===== src/rtl/cdb_arbiter.sv =====
// rtl/cdb_arbiter.sv - round-robin CDB permit arbiter with per-requester starvation tracking
// Optional per-requester permit counters enabled by CDB_ARB_GRANT_COUNT_EN.
module cdb_arbiter #(
  parameter int NUM_REQ      = 4,
  parameter int IDX_WIDTH    = 2,
  parameter int STARVE_LIMIT = 8
) (
  input  logic                 clk,
  input  logic                 reset,
  input  logic [NUM_REQ-1:0]   request,
  input  logic                 bus_stall,
  output logic [NUM_REQ-1:0]   permit,
  output logic                 grant_valid,
  output logic [IDX_WIDTH-1:0] grant_index,
  output logic [IDX_WIDTH-1:0] priority_ptr,
  output logic                 starve_error
`ifdef CDB_ARB_GRANT_COUNT_EN
  ,
  output logic [NUM_REQ*16-1:0] grant_count
`endif
);

  localparam logic [7:0] LIMIT = 8'(STARVE_LIMIT);
  localparam logic [IDX_WIDTH-1:0] LAST_IDX = IDX_WIDTH'(NUM_REQ - 1);

  logic                 cand_found;
  logic [IDX_WIDTH-1:0] cand_idx;
  logic [7:0]           wait_cnt  [NUM_REQ];
  logic [7:0]           wait_next [NUM_REQ];
  logic                 starve_hit;

  // Scan from the pointer with an explicit wrap so non-power-of-two NUM_REQ works.
  always_comb begin
    int j;
    cand_found = 1'b0;
    cand_idx   = '0;
    j          = 0;
    for (int k = 0; k < NUM_REQ; k++) begin
      j = int'(priority_ptr) + k;
      if (j >= NUM_REQ) j = j - NUM_REQ;
      if (!cand_found && request[j]) begin
        cand_found = 1'b1;
        cand_idx   = IDX_WIDTH'(j);
      end
    end
  end

  // Reset gates the permit so no buffer drives the bus while the arbiter is held.
  always_comb begin
    permit = '0;
    if (reset && !bus_stall && cand_found) permit = NUM_REQ'(1) << cand_idx;
  end

  assign grant_valid = |permit;
  assign grant_index = grant_valid ? cand_idx : '0;

  always_comb begin
    starve_hit = 1'b0;
    for (int i = 0; i < NUM_REQ; i++) begin
      wait_next[i] = 8'd0;
      if (request[i] && !permit[i])
        wait_next[i] = (wait_cnt[i] >= LIMIT) ? LIMIT : wait_cnt[i] + 8'd1;
      if (wait_next[i] == LIMIT) starve_hit = 1'b1;
    end
  end

  always_ff @(posedge clk) begin
    if (!reset) begin
      priority_ptr <= '0;
      starve_error <= 1'b0;
      for (int i = 0; i < NUM_REQ; i++) wait_cnt[i] <= 8'd0;
    end else begin
      if (grant_valid)
        priority_ptr <= (grant_index == LAST_IDX) ? '0 : grant_index + IDX_WIDTH'(1);
      for (int i = 0; i < NUM_REQ; i++) wait_cnt[i] <= wait_next[i];
      if (starve_hit) starve_error <= 1'b1;
    end
  end

`ifdef CDB_ARB_GRANT_COUNT_EN
  always_ff @(posedge clk) begin
    if (!reset) begin
      grant_count <= '0;
    end else begin
      for (int i = 0; i < NUM_REQ; i++)
        if (permit[i]) grant_count[16*i +: 16] <= grant_count[16*i +: 16] + 16'd1;
    end
  end
`endif

endmodule


===== config.mk =====
export PLATFORM = sky130hd
export DESIGN_NAME = cdb_arbiter
export DESIGN_NICKNAME = d
export VERILOG_FILES = /design/src/rtl/cdb_arbiter.sv
export SDC_FILE = /design/constraint.sdc
export NUM_CORES = 1
export LEC_CHECK = 0
export BUFFER_PORTS_ARGS = -buffer_cell sky130_fd_sc_hd__buf_2
export CORE_ASPECT_RATIO = 2
export CORE_MARGIN = 4
export CORE_UTILIZATION = 45
export CTS_CLUSTER_DIAMETER = 80
export DETAILED_ROUTE_END_ITERATION = 10
export GPL_TIMING_DRIVEN = 0
export PLACE_DENSITY_LB_ADDON = 0.3
export RECOVER_POWER = 25
export SYNTH_ARGS = -nofsm -noshare
export SYNTH_HDL_FRONTEND = slang
export SYNTH_SLANG_ARGS = --single-unit

===== constraint.sdc =====
create_clock -name clk -period 2.6 [get_ports clk]
set_input_delay 0 -clock clk [delete_from_list [all_inputs] [get_ports clk]]
set_output_delay 0 -clock clk [all_outputs]
set_load 0.01 [all_outputs]

After elaboration in Yosys (flattened, before gate mapping). Memories as Yosys holds them, arrays and structs flattened. Index checks and enable logic that the tools add are counted.

Bits in registers: 3. Memory bits (writable): 32. Memories: 1. Input bits: 7. Output and inout port bits: 10.

Reductions and logical operators: 18. Shift-type cells: 1. Muxes and demuxes: 45. $lt $le $gt $ge: 12. Eq/ne operators: 5. Add/subtract/negate cells: 12. Bitwise logic cells: 4.

Memory list: wait_cnt (depth 4, width 8, rd ports 4, clocked after memory_dff 0, wr ports 4, line 28) `logic [7:0] wait_cnt [NUM_REQ];`.

Operators by type and width (number): less-than comparator 32 x 4 -> 1 bit (second input constant) (4); two-way mux 32 bit (4); two-way mux 8 bit (12); adder 8 x 1 -> 8 bit (second input constant) (4); == test 8 x 4 -> 1 bit (second input constant) (4); >= comparator 8 x 4 -> 1 bit (second input constant) (4); two-way mux 1 bit (18); two-way mux 2 bit (6); subtractor 3 x 3 -> 4 bit (second input constant) (3); >= comparator 3 bit (second input constant) (3); logical AND 1 bit (9); binary-select mux 1 bit (select 2 bit) (4); logical NOT 1 bit (8); adder 2 x 2 -> 3 bit (second input constant) (2); two-way mux 4 bit (1); bitwise OR 1 bit (4); OR reduction 4 bit (1); left shift 1 x 2 -> 4 bit (first input constant) (1); subtractor 2 x 3 -> 4 bit (second input constant) (1); adder 2 x 1 -> 3 bit (second input constant) (1); >= comparator 2 x 3 -> 1 bit (second input constant) (1); adder 2 x 1 -> 2 bit (second input constant) (1); == test 2 bit (second input constant) (1).

Depth between registers and ports, before layout. Gate-level depths: netlist of run 1.

Word-level depth: 25. Mapped depth: 7.

Worst setup path before layout of run 1. No wires, ideal clock.

Path kind: reg-to-reg. From: register priority_ptr[0]. To: register starve_error. Required time: 2.475 ns. Cell stages (with the launch flop): 5. Data arrival time: 1.703 ns. Setup slack: 0.772 ns. Path through: dfxtp_1 and2b_2 o32a_1 o311a_1 o41a_1.

Longest elaborated chain between the ends: 25. Elaborated cells on any way between the ends: 64. Those cells by class: add/sub: 7; order compare: 4; eq/ne: 4; shift: 1; mux: 33; reduce/logical: 15.

Ends and longest elaborated chain: start: declaration (line 15) `output logic [IDX_WIDTH-1:0] priority_ptr,`; start signal: assignment (line 74) `priority_ptr <= (grant_index == LAST_IDX) ? '0 : grant_index + IDX_WIDTH'(1);`; parallel branches: the longest is 16 deep, another holds subtractor 3 x 3 -> 4 bit; two-way mux 4 bit (*) (line 51) `if (reset && !bus_stall && cand_found) permit = NUM_REQ'(1) << cand_idx;`; logical NOT 1 bit (line 61) `if (request[i] && !permit[i])`; logical AND 1 bit (line 61); two-way mux 8 bit (line 61); == test 8 x 4 -> 1 bit (line 63) `if (wait_next[i] == LIMIT) starve_hit = 1'b1;`; two-way mux 1 bit (3 in series) (line 63); two-way mux 1 bit (*) (line 63); end signal: assignment (line 70) `starve_error <= 1'b0;`; end signal: assignment (line 76) `if (starve_hit) starve_error <= 1'b1;`; end: declaration (line 16) `output logic starve_error`.

Mark *: on every way between the ends. The select of a mux whose other input is x is not followed. A chain may end at the register's enable or synchronous reset.

Worst setup path after layout of run 1.
From: register priority_ptr[0]. To: output port permit[0].

Longest elaborated chain between the ends: 17. Elaborated cells on any way between the ends: 44. Those cells by class: add/sub: 7; order compare: 4; shift: 1; mux: 25; reduce/logical: 7.

Ends and longest elaborated chain: parallel branches: the longest is 16 deep, another holds subtractor 3 x 3 -> 4 bit; two-way mux 4 bit (*) (line 51); end: declaration (line 12) `output logic [NUM_REQ-1:0] permit,`.

Marked as above.

==> key figures, run 1 <==
Run status
  – Outcome: finished, final reports clean

STA
  – RSZ-0062 raised after global routing: no
  – Fin crit share: 79.9%
  – Endpoints failing hold: 0
  – Setup-failing EPs final: 0
  – Period minus WS final: 2.08 ns
  – Setup_tns: 0 ns
  – Slew @ Worst Pin: 0.592 ns
  – Layout Skew: 0.00714 ns
  – Achievable Freq: 481 MHz
  – Max-slew headroom: 60.6%
  – Max Transition Viols Final: 0

Layout
  – Antenna diode count: 0
  – Leading cell type in the layout, fill and taps excluded: dfxtp_1
  – Layout cells sized above 1: 13.4%
  – Utilization after layout: 54.9%
  – Fin cells: 209
  – Nets@finish: 194
  – Most frequent cells in the layout: dfxtp_1, conb_1, nor2_1, inv_1, buf_2
  – Synth-to-Final Area Change: 17.2%

Die
  – Rows: 28
  – Top Ports: 17
  – Die H: 86.7 um
  – Starting Density: 46.8%
  – Die ar.: 4110 um^2
  – Die W: 47.4 um
  – Core area: 2980 um^2

Worst setup path
  – Critical path cell sequence: and2b_2, o21ai_2, and3_2, clkbuf_1, nor3_1, buf_2
  – Kind of critical path: register to primary output
  – Crit end category: primary output
  – Critical path's top delay family: simple AND/OR/NAND/NOR gates
  – CP max FO: 8
  – CP Buf/Inv Count: 2
  – Max incr delay on CP: 0.48 ns
  – Worst EP required: 2.60 ns
  – CP max-delay cell: nor3_1
  – Crit path arrival time: 2.08 ns
  – Critical path launch point type: register

CTS
  – Post-CTS Setup Bufs: 0
  – Cts hold-fix bufs: 0
  – Clk_lat worst skew: 0.28 ns
  – Sink Count: 35
  – Post-cts gate resize count: 0
  – CTS tree: built
  – H-tree levels: 2
  – CTS Buffer Depth: 2
  – Root cell of the clock tree: clkbuf_8
  – Worst-path clk slew: 0.07 ns
  – CTS Buf Count: 5

Pwr
  – Lkg Pwr: 0.667 nW
  – PwrDens: 667 nW/um^2
  – VDD IR max: 0.370 mV

Run
  – Max_cap viols: 0

Placed design
  – Hpwl dp: 1960 um
  – Port bufs: 15
  – Placed insts: 202
  – Gpl congestion: 0.737

Drt
  – WL final: 2540 um
  – First-pass iteration count of the detailed router: 4
  – DRC marker count from the first detailed-route iteration: 13
  – Via density: 5.20
  – Antenna viol nets, final: 0
  – Drt drc: 0
  – Total number of vias: 1,087
  – Wire length per cell: 12.1 um

Logic synthesis
  – Flops & latches, synth: 35
  – Gate count after technology mapping: 142
  – Mapped Area: 1390 um^2
  – Top FF cell, synth: dfxtp_1
  – Post-synth cell types: 39
  – Post-synth EDFFs: 0
  – YS warnings: 0
  – Post-synthesis async set-or-reset flop share: 0%
  – Seq/Total Area, Yosys: 50.3%
  – Post-Syn Area per Cell: 9.82 um^2

GRT
  – Global-route wire length before repair: 4310 um
  – Pin count of the biggest net entering global routing: 11
  – Number of global-route vias before repair: 1,082
  – Grt total ovfl: 0
  – Initial antenna violation count: 0
  – All-layer global routing usage: 14.5%

Hold path
  – Hold Path Class: input pin to register
==> synth_stat cells (2+ instances only) <==
cell / n / area share (%)
o32a_1: 2 / 1.4
nand3b_1: 2 / 1.1
inv_1: 12 / 3.2
ha_1: 8 / 7.2
nor2_1: 15 / 4.0
nor3_1: 5 / 1.8
xnor2_1: 5 / 3.1
nand3_1: 7 / 2.5
a211oi_1: 3 / 1.6
dfxtp_1: 35 / 50
o21ai_0: 5 / 1.8
nor4_1: 4 / 1.8
nor4b_1: 2 / 1.3
o311a_1: 2 / 1.4
nand2_1: 7 / 1.9
nand2b_1: 2 / 0.90
or4_1: 4 / 2.2
==> worst min-delay path: stages <==
cell and delay [ns]:
buf_2 0.12, nand2_1 0.08, a211oi_1 0.05
==> logic make-up after synthesis <==
group | count (synthesis) | share of synthesized area, %
AO/OA/AOI/OAI | 21 | 12.1
buffers and inverters | 16 | 5.12
flip-flops | 35 | 50.3
AND/OR/NAND/NOR | 56 | 21.9
XOR/XNOR | 5 | 3.14
adder cells (fa/ha/maj) | 8 | 7.18
other | 1 | 0.269
==> final timing paths <==
path / from / end / slack, ns / depth (start not counted)
worst max-delay path: priority_ptr[0] / permit[0] / 0.52 / 6
worst min-delay path: request[2] / wait_cnt[2][3] / 0.02 / 3
worst max register to register: priority_ptr[0] / starve_error / 0.58 / 6
worst min register to register: wait_cnt[2][0] / wait_cnt[2][0] / 0.47 / 1
==> sequential cells by signal, indices dropped and copies added, names as in the netlist <==
signal,count
priority_ptr,2
starve_error,1
wait_cnt,32
==> metal layers <==
layer / share of wire, % / global-route usage [%] / routed length (um) / vias to the layer above
met5: 0 / 0 / 0 / -
met4: 3.2 / 9.07 / 81 / 0
met3: 5.6 / 4.99 / 143 / 9
met2: 54 / 24.1 / 1360 / 21
met1: 38 / 14.1 / 953 / 506
li1: - / - / - / 551
==> stage by stage <==
stage          cell area [um^2]  hold WS [ns]  setup WS, ns  power [W]
6_report                   1630        0.0197         0.522    0.00109
5_1_grt                    1630        0.0193         0.381    0.00114
4_1_cts                    1650        0.0171         0.580    0.00111
3_5_place_dp               1560         0.322         0.712   0.000732
3_3_place_gp               1560         0.312         0.724   0.000728
2_1_floorplan              1450         0.126         0.772   0.000688
==> layout make-up <==
| cell class | instances | area, um^2 |
|---|---|---|
| Multi-Input combinational cell | 106 | 674 |
| Tap cell | 30 | 37.5 |
| Fill cell | 283 | 1340 |
| Timing Repair Buffer | 15 | 70.1 |
| Buffer | 3 | 15.0 |
| Clock inverter | 1 | 5.00 |
| Sequential cell | 35 | 701 |
| Inverter | 13 | 48.8 |
| Clock buffer | 6 | 82.6 |
==> power by group <==
| part | total [W] | internal, W | switching [W] |
|---|---|---|---|
| registers | 0.000576 | 0.000561 | 0.0000152 |
| clock network | 0.000382 | 0.000207 | 0.000175 |
| logic | 0.000131 | 0.0000509 | 0.0000806 |
| total | 0.00109 | 0.000820 | 0.000271 |
Note: power is estimated with default switching activity, not from simulation.
==> inputs of run 2 (changes only) <==
- ABC_AREA: default -> 1
- clock period: 2.6 -> 2 ns (I/O delays scaled with it)
==> run 2 against run 1 <==
Compared with the run above:
- combinational power rose to 6.4 times the previous value
- cell area up 29%
- power up 110%
==> key figures, run 2 <==
Run status
  – Outcome: finished, final reports clean

STA
  – Fin crit share: 95.4%
  – Setup-failing EPs final: 0 (unchanged)
  – Period minus WS final: 1.91 ns
  – Achievable Freq: 524 MHz
  – Max Transition Viols Final: 0 (unchanged)
  – Endpoints failing hold: 0 (unchanged)
  – Setup_tns: 0 ns (unchanged)
  – Layout Skew: 0.00815 ns (+0.00100 ns)

CTS
  – Clk_lat worst skew: 0.28 ns (about the same)
  – H-tree levels: 2 (unchanged)
  – Cts hold-fix bufs: 0 (unchanged)
  – CTS Buffer Depth: 2 (unchanged)
  – CTS Buf Count: 5 (unchanged)
  – CTS tree: built
  – Sink Count: 35 (unchanged)
  – Root cell of the clock tree: clkbuf_8
  – Worst-path clk slew: 0.07 ns (about the same)

Logic synthesis
  – Synth Area in Compound Gates: 4.65% (-7.5 points)
  – Gate count after technology mapping: 205 (+44%)
  – Flops & latches, synth: 35 (unchanged)
  – Largest family of logic cells by synthesized area: simple AND/OR/NAND/NOR gates
  – Post-synth cell types: 29 (-26%)
  – Post-synth EDFFs: 0 (unchanged)
  – Multiplexer share of the synthesized area: 0% (unchanged)
  – Commonest cells post-synth: nand2_1, dfxtp_1, inv_1
  – Post-Syn Area per Cell: 8.01 um^2 (-18%)
  – Top-area cell type share of the netlist area: 42.7% (-7.6 points)
  – Mapped Area: 1640 um^2 (+18%)
  – Post-Synth Simple-Gate Area: 37.3% (+15 points)
  – Synth Area in XOR/XNOR: 1.07% (-2.1 points)
  – Synth area leaders: dfxtp_1, nand2_1, ha_1, nand3_1, inv_1
  – Seq/Total Area, Yosys: 42.7% (-7.6 points)
  – Post-synthesis async set-or-reset flop share: 0% (unchanged)
  – Cell with the most instances after synthesis: nand2_1
  – Area leader, netlist: dfxtp_1
  – Adder-Cell Fraction of Synth Area: 6.10% (-1.1 points)
  – YS warnings: 0 (unchanged)
  – Top FF cell, synth: dfxtp_1

Drt
  – First-pass iteration count of the detailed router: 4 (unchanged)
  – Top sig layer: met4
  – Wire length per cell: 11.0 um (-9.1%)
  – Met2 wire len: 1850 um (+36%)
  – Drt drc: 0 (unchanged)
  – WL met3: 124 um (-13%)
  – Total number of vias: 1,388 (+28%)
  – WL final: 3280 um (+30%)
  – DRC marker count from the first detailed-route iteration: 14 (+1)
  – Via density: 4.66 (-10%)
  – M1 wire length: 1210 um (+27%)
  – Antenna viol nets, final: 0 (unchanged)

Pwr
  – VDD IR max: 0.898 mV (+140%)
  – PwrDens: 1070 nW/um^2 (+60%)
  – Lkg Pwr: 1.02 nW (+52%)

Worst setup path
  – Reg2reg path depth: 14 (+8)
  – CP max FO: 7 (-1)
  – Crit path arrival time: 1.91 ns (-0.17 ns)
  – Critical path launch point type: register
  – Worst EP required: 2.00 ns (-0.60 ns)
  – Kind of critical path: register to primary output
  – Max incr delay on CP: 0.45 ns (-0.03 ns)
  – Crit end category: primary output
  – CP max-delay cell: dfxtp_2
  – CP most frequent cell: nand2_2
  – Critical path cell sequence: inv_4, nand2_2, nand2_4, nand2_2, nand2_2, nor2_4, nand3_2, nand2_4, nor2_8, buf_4, buf_4, buf_2

Die
  – Die ar.: 4740 um^2 (+15%)
  – Rows: 30 (+7.1%)
  – Die W: 50.7 um (+7.1%)
  – Starting Density: 47.5% (+0.73 points)
  – Core area: 3450 um^2 (+16%)
  – Die H: 93.4 um (+7.7%)
  – Top Ports: 17 (unchanged)

Layout
  – Largest register FFs: 32 (unchanged)
  – Synth-to-Final Area Change: 28.7%
  – Leading cell type in the layout, fill and taps excluded: nand2_1
  – Antenna diode count: 0 (unchanged)
  – Biggest register: wait_cnt
  – Design area: 2110 um^2 (+29%)
  – Layout cells sized above 1: 30.8% (+17 points)
  – Nets@finish: 264 (+36%)
  – Largest registers: wait_cnt (32), priority_ptr (2), starve_error (1)
  – Most frequent cells in the layout: nand2_1, dfxtp_1, inv_1, nor2_1, conb_1

GRT
  – Global-route wire length before repair: 5100 um (+18%)
  – Grt total ovfl: 0 (unchanged)
  – Number of global-route vias before repair: 1,226 (+13%)
  – All-layer global routing usage: 14.6% (+0.16 points)
  – Pin count of the biggest net entering global routing: 12 (+1)
  – Initial antenna violation count: 0 (unchanged)

Hold path
  – Hold path cells: 3 (unchanged)
  – Hold Path Class: input pin to register

Placed design
  – Port bufs: 16 (+1)
  – Hpwl dp: 2440 um (+25%)
  – Gpl congestion: 0.784 (+6.4%)
  – Post-DP Area: 1840 um^2 (+18%)

Run
  – Max_cap viols: 0 (unchanged)
-- run 2: cell count changes in the layout (fill, tap and decap cells not counted), moves of 5 or more --
cell	previous run	this run
inv_2	0	5
o21ai_0	5	0
xnor2_1	5	0
nand3_1	7	13
buf_4	1	6
inv_1	13	24
nand2_2	0	13
nand2_1	7	35
nand2_4	0	6
-- run 2: critical path: cells and delay by family (launching register included) --
family                 cells  cell delay [ns]
flip-flops                 1             0.45
buffers and inverters      4             0.49
AND/OR/NAND/NOR            8             0.68
-- run 2: power breakdown --
part / total [W] / switching [W] / internal [W]
combinational: 0.000839 / 0.000537 / 0.000302
clock: 0.000638 / 0.000235 / 0.000403
sequential: 0.000781 / 0.0000384 / 0.000743
total: 0.00226 / 0.000810 / 0.00145
-- run 2: metal layers --
layer	track usage (%)	vias to the layer above
met2	26.6	32
met4	9.66	0
met5	0	-
li1	-	725
met3	3.83	8
met1	13.7	623
-- run 2: per-stage QoR --
step	std cells	util (%)	setup WS, ns	hold WS, ns	total power [W]
after floorplan	220	-	0.268	0.143	0.00130
after detailed placement	284	53.2	0.0611	0.310	0.00144
after global placement	284	53.2	0.0719	0.311	0.00144
final	298	61.2	0.0917	0.0201	0.00226
after global routing	298	61.2	-0.0108	0.0118	0.00238
after CTS	292	56.7	0.00701	0.00916	0.00209
-- run 2: kinds of logic after synthesis --
logic type                 Yosys count
AOI/OAI and AO/OA                   10
xor gates and xnor gates             2
adders and majority gates            8
buffers and inverters               33
DFF                                 35
other                                1
and+or+nand+nor                    116
-- run 2: timing repair --
action | CTS | global route
setup buffers | 0 | 6
resized for setup | 2 | 24
pin swaps | 0 | 8
endpoints found under the setup margin | 1 | 5
-- run 2: path summary, 6_finish.rpt --
| path | startpoint | to | slack, ns |
|---|---|---|---|
| setup reg to reg | priority_ptr[0] | starve_error | 0.11 |
| setup / recovery | priority_ptr[1] | grant_index[0] | 0.09 |
| hold / removal | request[2] | wait_cnt[2][1] | 0.02 |
| hold reg to reg | wait_cnt[1][0] | wait_cnt[1][0] | 0.51 |
-- run 2: final cells by class --
type,instances,area (um^2)
fillers,322,1340
clock inverters,2,35.0
plain buffers,2,18.8
clock buffers,6,82.6
well taps,48,60.1
multi-input cells,152,965
flip-flops and latches,35,706
inverters,31,121
repair buffers,22,124
